### src/rtl/compressed_stream_unpacker.sv
// rtl/compressed_stream_unpacker.sv - splits a packed word stream into tokens and escaped raw words
module compressed_stream_unpacker #(
  parameter int                 TOKEN_W      = 4,
  parameter logic [TOKEN_W-1:0] ESCAPE       = 4'b1111,
  parameter int                 ADDR_W       = 32,
  parameter int                 STREAM_WORDS = 77
) (
  input  logic              clk,
  input  logic              reset,
  input  logic              redirect_valid,
  input  logic [ADDR_W-1:0] redirect_addr,
  output logic              mem_req,
  output logic [ADDR_W-1:0] mem_addr,
  input  logic              mem_rvalid,
  input  logic [31:0]       mem_rdata,
  output logic              out_valid,
  input  logic              out_ready,
  output logic              out_is_raw,
  output logic [31:0]       out_data,
  output logic              done
);

  localparam logic [ADDR_W-1:0] LP_WORDS = ADDR_W'(STREAM_WORDS);
  localparam logic [ADDR_W-1:0] LP_ONE   = ADDR_W'(1);
  localparam logic [6:0]        LP_TOK   = 7'(TOKEN_W);
  localparam logic [6:0]        LP_RAW   = 7'(TOKEN_W + 32);
  localparam logic [6:0]        LP_HALF  = 7'd32;

  typedef enum logic [1:0] {IDLE, RUN, DISCARD} state_t;

  state_t            r_state, w_state_nxt;
  logic [63:0]       r_buf, w_buf_nxt;
  logic [6:0]        r_count, w_count_nxt;
  logic              r_outstanding, w_outstanding_nxt;
  logic [ADDR_W-1:0] r_next_addr, w_next_addr_nxt;
  logic              r_mem_req, w_mem_req_nxt;
  logic [ADDR_W-1:0] r_mem_addr, w_mem_addr_nxt;
  logic              r_out_valid, w_out_valid_nxt;
  logic              r_out_is_raw, w_out_is_raw_nxt;
  logic [31:0]       r_out_data, w_out_data_nxt;
  logic              r_done, w_done_nxt;

  // The arriving word is merged before decode so a token can leave in the same cycle it lands.
  logic               w_accept;
  logic               w_pending;
  logic [63:0]        w_buf_a;
  logic [6:0]         w_cnt_a;
  logic [TOKEN_W-1:0] w_top;
  logic               w_can_load;

  assign w_accept   = (r_state == RUN) && r_outstanding && mem_rvalid;
  assign w_pending  = r_outstanding && !mem_rvalid;
  assign w_buf_a    = w_accept ? (r_buf | ({mem_rdata, 32'b0} >> r_count)) : r_buf;
  assign w_cnt_a    = w_accept ? (r_count + LP_HALF) : r_count;
  assign w_top      = w_buf_a[63 -: TOKEN_W];
  assign w_can_load = !r_out_valid || out_ready;

  always_comb begin
    w_state_nxt       = r_state;
    w_buf_nxt         = r_buf;
    w_count_nxt       = r_count;
    w_outstanding_nxt = r_outstanding;
    w_next_addr_nxt   = r_next_addr;
    w_mem_req_nxt     = 1'b0;
    w_mem_addr_nxt    = r_mem_addr;
    w_out_valid_nxt   = r_out_valid;
    w_out_is_raw_nxt  = r_out_is_raw;
    w_out_data_nxt    = r_out_data;
    w_done_nxt        = 1'b0;

    if (redirect_valid) begin
      w_buf_nxt       = '0;
      w_count_nxt     = '0;
      w_out_valid_nxt = 1'b0;
      w_next_addr_nxt = redirect_addr;
      if (w_pending) begin
        w_state_nxt = DISCARD;
      end else begin
        w_state_nxt       = RUN;
        w_outstanding_nxt = 1'b0;
        if (redirect_addr < LP_WORDS) begin
          w_mem_req_nxt     = 1'b1;
          w_mem_addr_nxt    = redirect_addr;
          w_next_addr_nxt   = redirect_addr + LP_ONE;
          w_outstanding_nxt = 1'b1;
        end
      end
    end else begin
      case (r_state)
        DISCARD: begin
          if (mem_rvalid) begin
            w_outstanding_nxt = 1'b0;
            w_state_nxt       = RUN;
          end
        end
        RUN: begin
          w_buf_nxt   = w_buf_a;
          w_count_nxt = w_cnt_a;
          if (w_accept) w_outstanding_nxt = 1'b0;
          if (w_can_load) begin
            w_out_valid_nxt = 1'b0;
            if (w_cnt_a >= LP_TOK && w_top != ESCAPE) begin
              w_out_valid_nxt  = 1'b1;
              w_out_is_raw_nxt = 1'b0;
              w_out_data_nxt   = 32'(w_top);
              w_buf_nxt        = w_buf_a << TOKEN_W;
              w_count_nxt      = w_cnt_a - LP_TOK;
            end else if (w_cnt_a >= LP_RAW && w_top == ESCAPE) begin
              w_out_valid_nxt  = 1'b1;
              w_out_is_raw_nxt = 1'b1;
              w_out_data_nxt   = w_buf_a[63-TOKEN_W -: 32];
              w_buf_nxt        = w_buf_a << (TOKEN_W + 32);
              w_count_nxt      = w_cnt_a - LP_RAW;
            end
          end
          if (!r_outstanding && r_count <= LP_HALF && r_next_addr < LP_WORDS) begin
            w_mem_req_nxt     = 1'b1;
            w_mem_addr_nxt    = r_next_addr;
            w_next_addr_nxt   = r_next_addr + LP_ONE;
            w_outstanding_nxt = 1'b1;
          end
          // Leftover bits below a token, or an escape whose payload never arrives, are pad.
          w_done_nxt = (w_next_addr_nxt >= LP_WORDS) && !w_outstanding_nxt && !w_out_valid_nxt &&
                       ((w_count_nxt < LP_TOK) ||
                        (w_buf_nxt[63 -: TOKEN_W] == ESCAPE && w_count_nxt < LP_RAW));
        end
        default: ;
      endcase
    end
  end

  always_ff @(posedge clk or negedge reset) begin
    if (!reset) begin
      r_state       <= IDLE;
      r_buf         <= '0;
      r_count       <= '0;
      r_outstanding <= 1'b0;
      r_next_addr   <= '0;
      r_mem_req     <= 1'b0;
      r_mem_addr    <= '0;
      r_out_valid   <= 1'b0;
      r_out_is_raw  <= 1'b0;
      r_out_data    <= '0;
      r_done        <= 1'b0;
    end else begin
      r_state       <= w_state_nxt;
      r_buf         <= w_buf_nxt;
      r_count       <= w_count_nxt;
      r_outstanding <= w_outstanding_nxt;
      r_next_addr   <= w_next_addr_nxt;
      r_mem_req     <= w_mem_req_nxt;
      r_mem_addr    <= w_mem_addr_nxt;
      r_out_valid   <= w_out_valid_nxt;
      r_out_is_raw  <= w_out_is_raw_nxt;
      r_out_data    <= w_out_data_nxt;
      r_done        <= w_done_nxt;
    end
  end

  assign mem_req    = r_mem_req;
  assign mem_addr   = r_mem_addr;
  assign out_valid  = r_out_valid;
  assign out_is_raw = r_out_is_raw;
  assign out_data   = r_out_data;
  assign done       = r_done;

endmodule

### config.mk
export PLATFORM = sky130hd
export DESIGN_NAME = compressed_stream_unpacker
export DESIGN_NICKNAME = d
export VERILOG_FILES = /design/src/rtl/compressed_stream_unpacker.sv
export SDC_FILE = /design/constraint.sdc
export NUM_CORES = 1
export LEC_CHECK = 0
export ABC_AREA = 0
export BUFFER_PORTS_ARGS = -buffer_cell sky130_fd_sc_hd__buf_2
export CORE_MARGIN = 2
export CORE_UTILIZATION = 30
export DETAILED_ROUTE_END_ITERATION = 16
export GPL_ROUTABILITY_DRIVEN = 0
export GPL_TIMING_DRIVEN = 0
export PLACE_DENSITY = 0.5
export SKIP_LAST_GASP = 1
export SLEW_MARGIN = 5
export SYNTH_ARGS = -nofsm -noshare
export SYNTH_HDL_FRONTEND = slang
export SYNTH_SLANG_ARGS = --single-unit
### constraint.sdc
create_clock -name clk -period 3.04 [get_ports clk]
set_input_delay 0.304 -clock clk [delete_from_list [all_inputs] [get_ports clk]]
set_output_delay 0.304 -clock clk [all_outputs]
set_load 0.1 [all_outputs]
==> flow_summary.yaml <==
logic_synthesis:
  ys_async_sr_fraction_pct: 100.0
  ys_seq_elements: 172
  syn_nets: 1050
  yosys_warnings: 0
  yosys_most_used_dff: "dfrtp_1"
  synthDistinctLibCells: 65
  synth_seq_area_share_pct: 44.22
  synth_edf_count: 0
  syn-cell-area_mm2: 0.009734
  synthCells: 973
  avgSynthCellArea_um2: 10.00
placement:
  dpl_cell_area_mm2: 0.01096
  io_buffers: 136
  hpwl_um: 27900
  dp_slack_ps: -1092
layout:
  drive_gt1_share_pct: 30.61
  diodes: 0
  fillers: 3214
  mostFrequentLayoutCells: "dfrtp_1, buf_2, nand2_1, mux2i_1, o21ai_0"
  layout_commonest_cell: "dfrtp_1"
  finalNetCount: 1240
  area_growth_pct: 27.28
  fin_area_mm2: 0.01239
route:
  drt-wirelength-per-cell_um: 24.28
  totalWireLength_um: 38320
  first_pass_iters: 6
  drc_errors: 0
  final_antenna_net_count: 0
  drt-initial-drc-count: 896
  dr_total_vias: 9339
  viasPerCell: 5.918
global_route:
  grt_use_total_pct: 22.39
  grt_pass1_vias: 9058
  grt_overflow: 0
  antenna_found_initial: 0
  grt_max_degree: 102
  grt_pass1_wl_um: 56950
cts:
  clock_latency_ps: 450
  clockBufferDepth: 2
  cts_tree: "done"
  cts_root_buffer: "clkbuf_16"
  clkTransAtPathRegs_ps: 70
  cts_buffers: 17
  clock-sinks: 172
  htree_levels: 4
pwr:
  power_mw: 12.13
  p_seq_share_pct: 23.9
  power.internal_mw: 6.102
  ir_drop_mv: 0.6974
  swShare_pct: 49.69
  power_density_mw_per_mm2: 979.1
  pwr-share-clk_pct: 19.7
  power_frac_comb_pct: 56.3
  netSwitchingPower_mw: 6.028
  p_leak_nw: 5.500
floorplanning:
  initial_core_util_pct: 30.69
  die_area_mm2: 0.03390
  core.rowCount: 65
  io_pins: 137
  coreArea_mm2: 0.03172
  die_y_um: 184.1
  dieWidth_um: 184.1
run_status:
  violations: "setup timing"
  status: "finished, violations left"
sta:
  finalCriticalPeriod_ps: 3092
  finClkSkew_ps: 9.898
  hold_viol: 0
  worst_slack_ps: -51.80
  tns_ps: -647.5
  final-max-slew-violation-count: 0
  fmax_ghz: 0.3234
  worst_slew_pin_slew_ps: 905.0
  setup_viol: 29
  period_share_pct: 101.7
  rsz0062_at_grt: "yes"
  max_slew_margin_pct: 39.67
setup_path:
  critPathCaptureType: "flip-flop"
  worstSetupPathType: "reg2reg"
  required_ps: 3330
  path_max_fanout: 8
  startpoint_type: "flip-flop"
  crit_arrival_ps: 3380
hold_path:
  min-delay-path-class: "in2reg"
run:
  maxCapViolCount: 0
[timing repair]
action                                  CTS  global route
endpoints found under the hold margin    71             0
gates cloned                              0             5
hold buffers                              1             0
resized for setup                        75            66
setup buffers                             9            22
endpoints found under the setup margin  144           113
pin swaps                                 6             6
[per-stage QoR]
stage               cells  hold WS (ps)  util, %
finish               1578         99.84    39.06
global route         1578         95.54    39.06
CTS                  1553         82.85    37.74
detailed placement   1512         325.9    34.54
global placement     1511         463.5    34.43
floorplan             973         8.409        -
[cell usage after synthesis (15+ instances only)]
| library cell | count | area [um2] |
|---|---|---|
| clkbuf_1 | 51 | 191.4 |
| a221oi_1 | 24 | 210.2 |
| o31ai_1 | 27 | 202.7 |
| o21ai_0 | 55 | 275.3 |
| o21ai_1 | 44 | 220.2 |
| inv_1 | 16 | 60.06 |
| and2_1 | 32 | 200.2 |
| o221ai_1 | 26 | 227.7 |
| dfrtp_1 | 172 | 4304 |
| a21oi_1 | 55 | 275.3 |
| nor4_1 | 17 | 106.4 |
| mux2_2 | 46 | 518.0 |
| nand2_1 | 73 | 274.0 |
| nor2_1 | 35 | 131.4 |
| buf_2 | 15 | 75.07 |
| mux2i_1 | 59 | 590.6 |
[cell families (layout without fill, tap and decap cells)]
group                      count (synthesis)  count (layout)  synth area share [%]
and+or+nand+nor                          228             228                 11.99
xor gates and xnor gates                  13              13                 1.170
adders and majority gates                  8               8                 1.028
AOI/OAI and AO/OA                        340             340                 23.70
DFF                                      172             172                 44.22
muxes                                    119             119                 13.96
buffers and inverters                     93             296                 3.933
[flip-flops by register name (all words and copies together) (netlist names)]
signal and flops:
done 1, mem_addr 32, mem_req 1, out_data 32
out_is_raw 1, out_valid 1, r_buf 64, r_count 5
r_next_addr 32, r_outstanding 1, r_state 2
[routing by layer]
metal  part of all wire [%]  global-route usage [%]  vias to the layer above
li1                       -                       -                     4084
met1                     42                   30.39                     4649
met2                     45                   35.12                      503
met3                    7.9                   3.853                      103
met4                    4.2                   9.696                        0
met5                      0                       0                        -
[worst paths after layout]
path	startpoint	endpoint	slack [ps]	cells past startpoint
worst max-delay path	r_count[3]	r_buf[33]	-50	10
worst min-delay path	redirect_addr[25]	r_next_addr[25]	100	2
worst max register to register	r_count[3]	r_buf[33]	-50	10
worst min register to register	mem_addr[25]	mem_addr[25]	480	1
max in group asynchronous	reset	r_count[3]	1660	3
min in group asynchronous	reset	out_data[8]	410	2
[worst max-delay path, cell delays in order (launching register included)]
cell and delay [ps]:
dfrtp_2 480, nor4_4 320, buf_6 180, a41oi_4 160
or4_4 580, buf_6 160, mux2i_2 180, buf_6 170
o21ai_4 370, buf_6 200, o221ai_1 130
[cell type report]
cell class | count | area, um2 | area share (%)
multi-input cells | 708 | 5441 | 43.92
flip-flops and latches | 172 | 4312 | 34.80
repair buffers | 174 | 1032 | 8.332
well taps | 402 | 503.0 | 4.060
clock buffers | 19 | 442.9 | 3.575
plain buffers | 72 | 407.9 | 3.292
clock inverters | 13 | 180.2 | 1.454
inverters | 18 | 70.07 | 0.5655
[power groups by stage]
stage | combinational, mW | sequential, mW | clock, mW
after floorplan | 2.88 | 4.01 | 0
after global placement | 5.77 | 2.90 | 0
after detailed placement | 5.77 | 2.91 | 0
after CTS | 6.16 | 2.90 | 2.44
after global routing | 7.09 | 2.95 | 2.54
final | 6.83 | 2.90 | 2.39
Power figures use the tool's default switching activity.
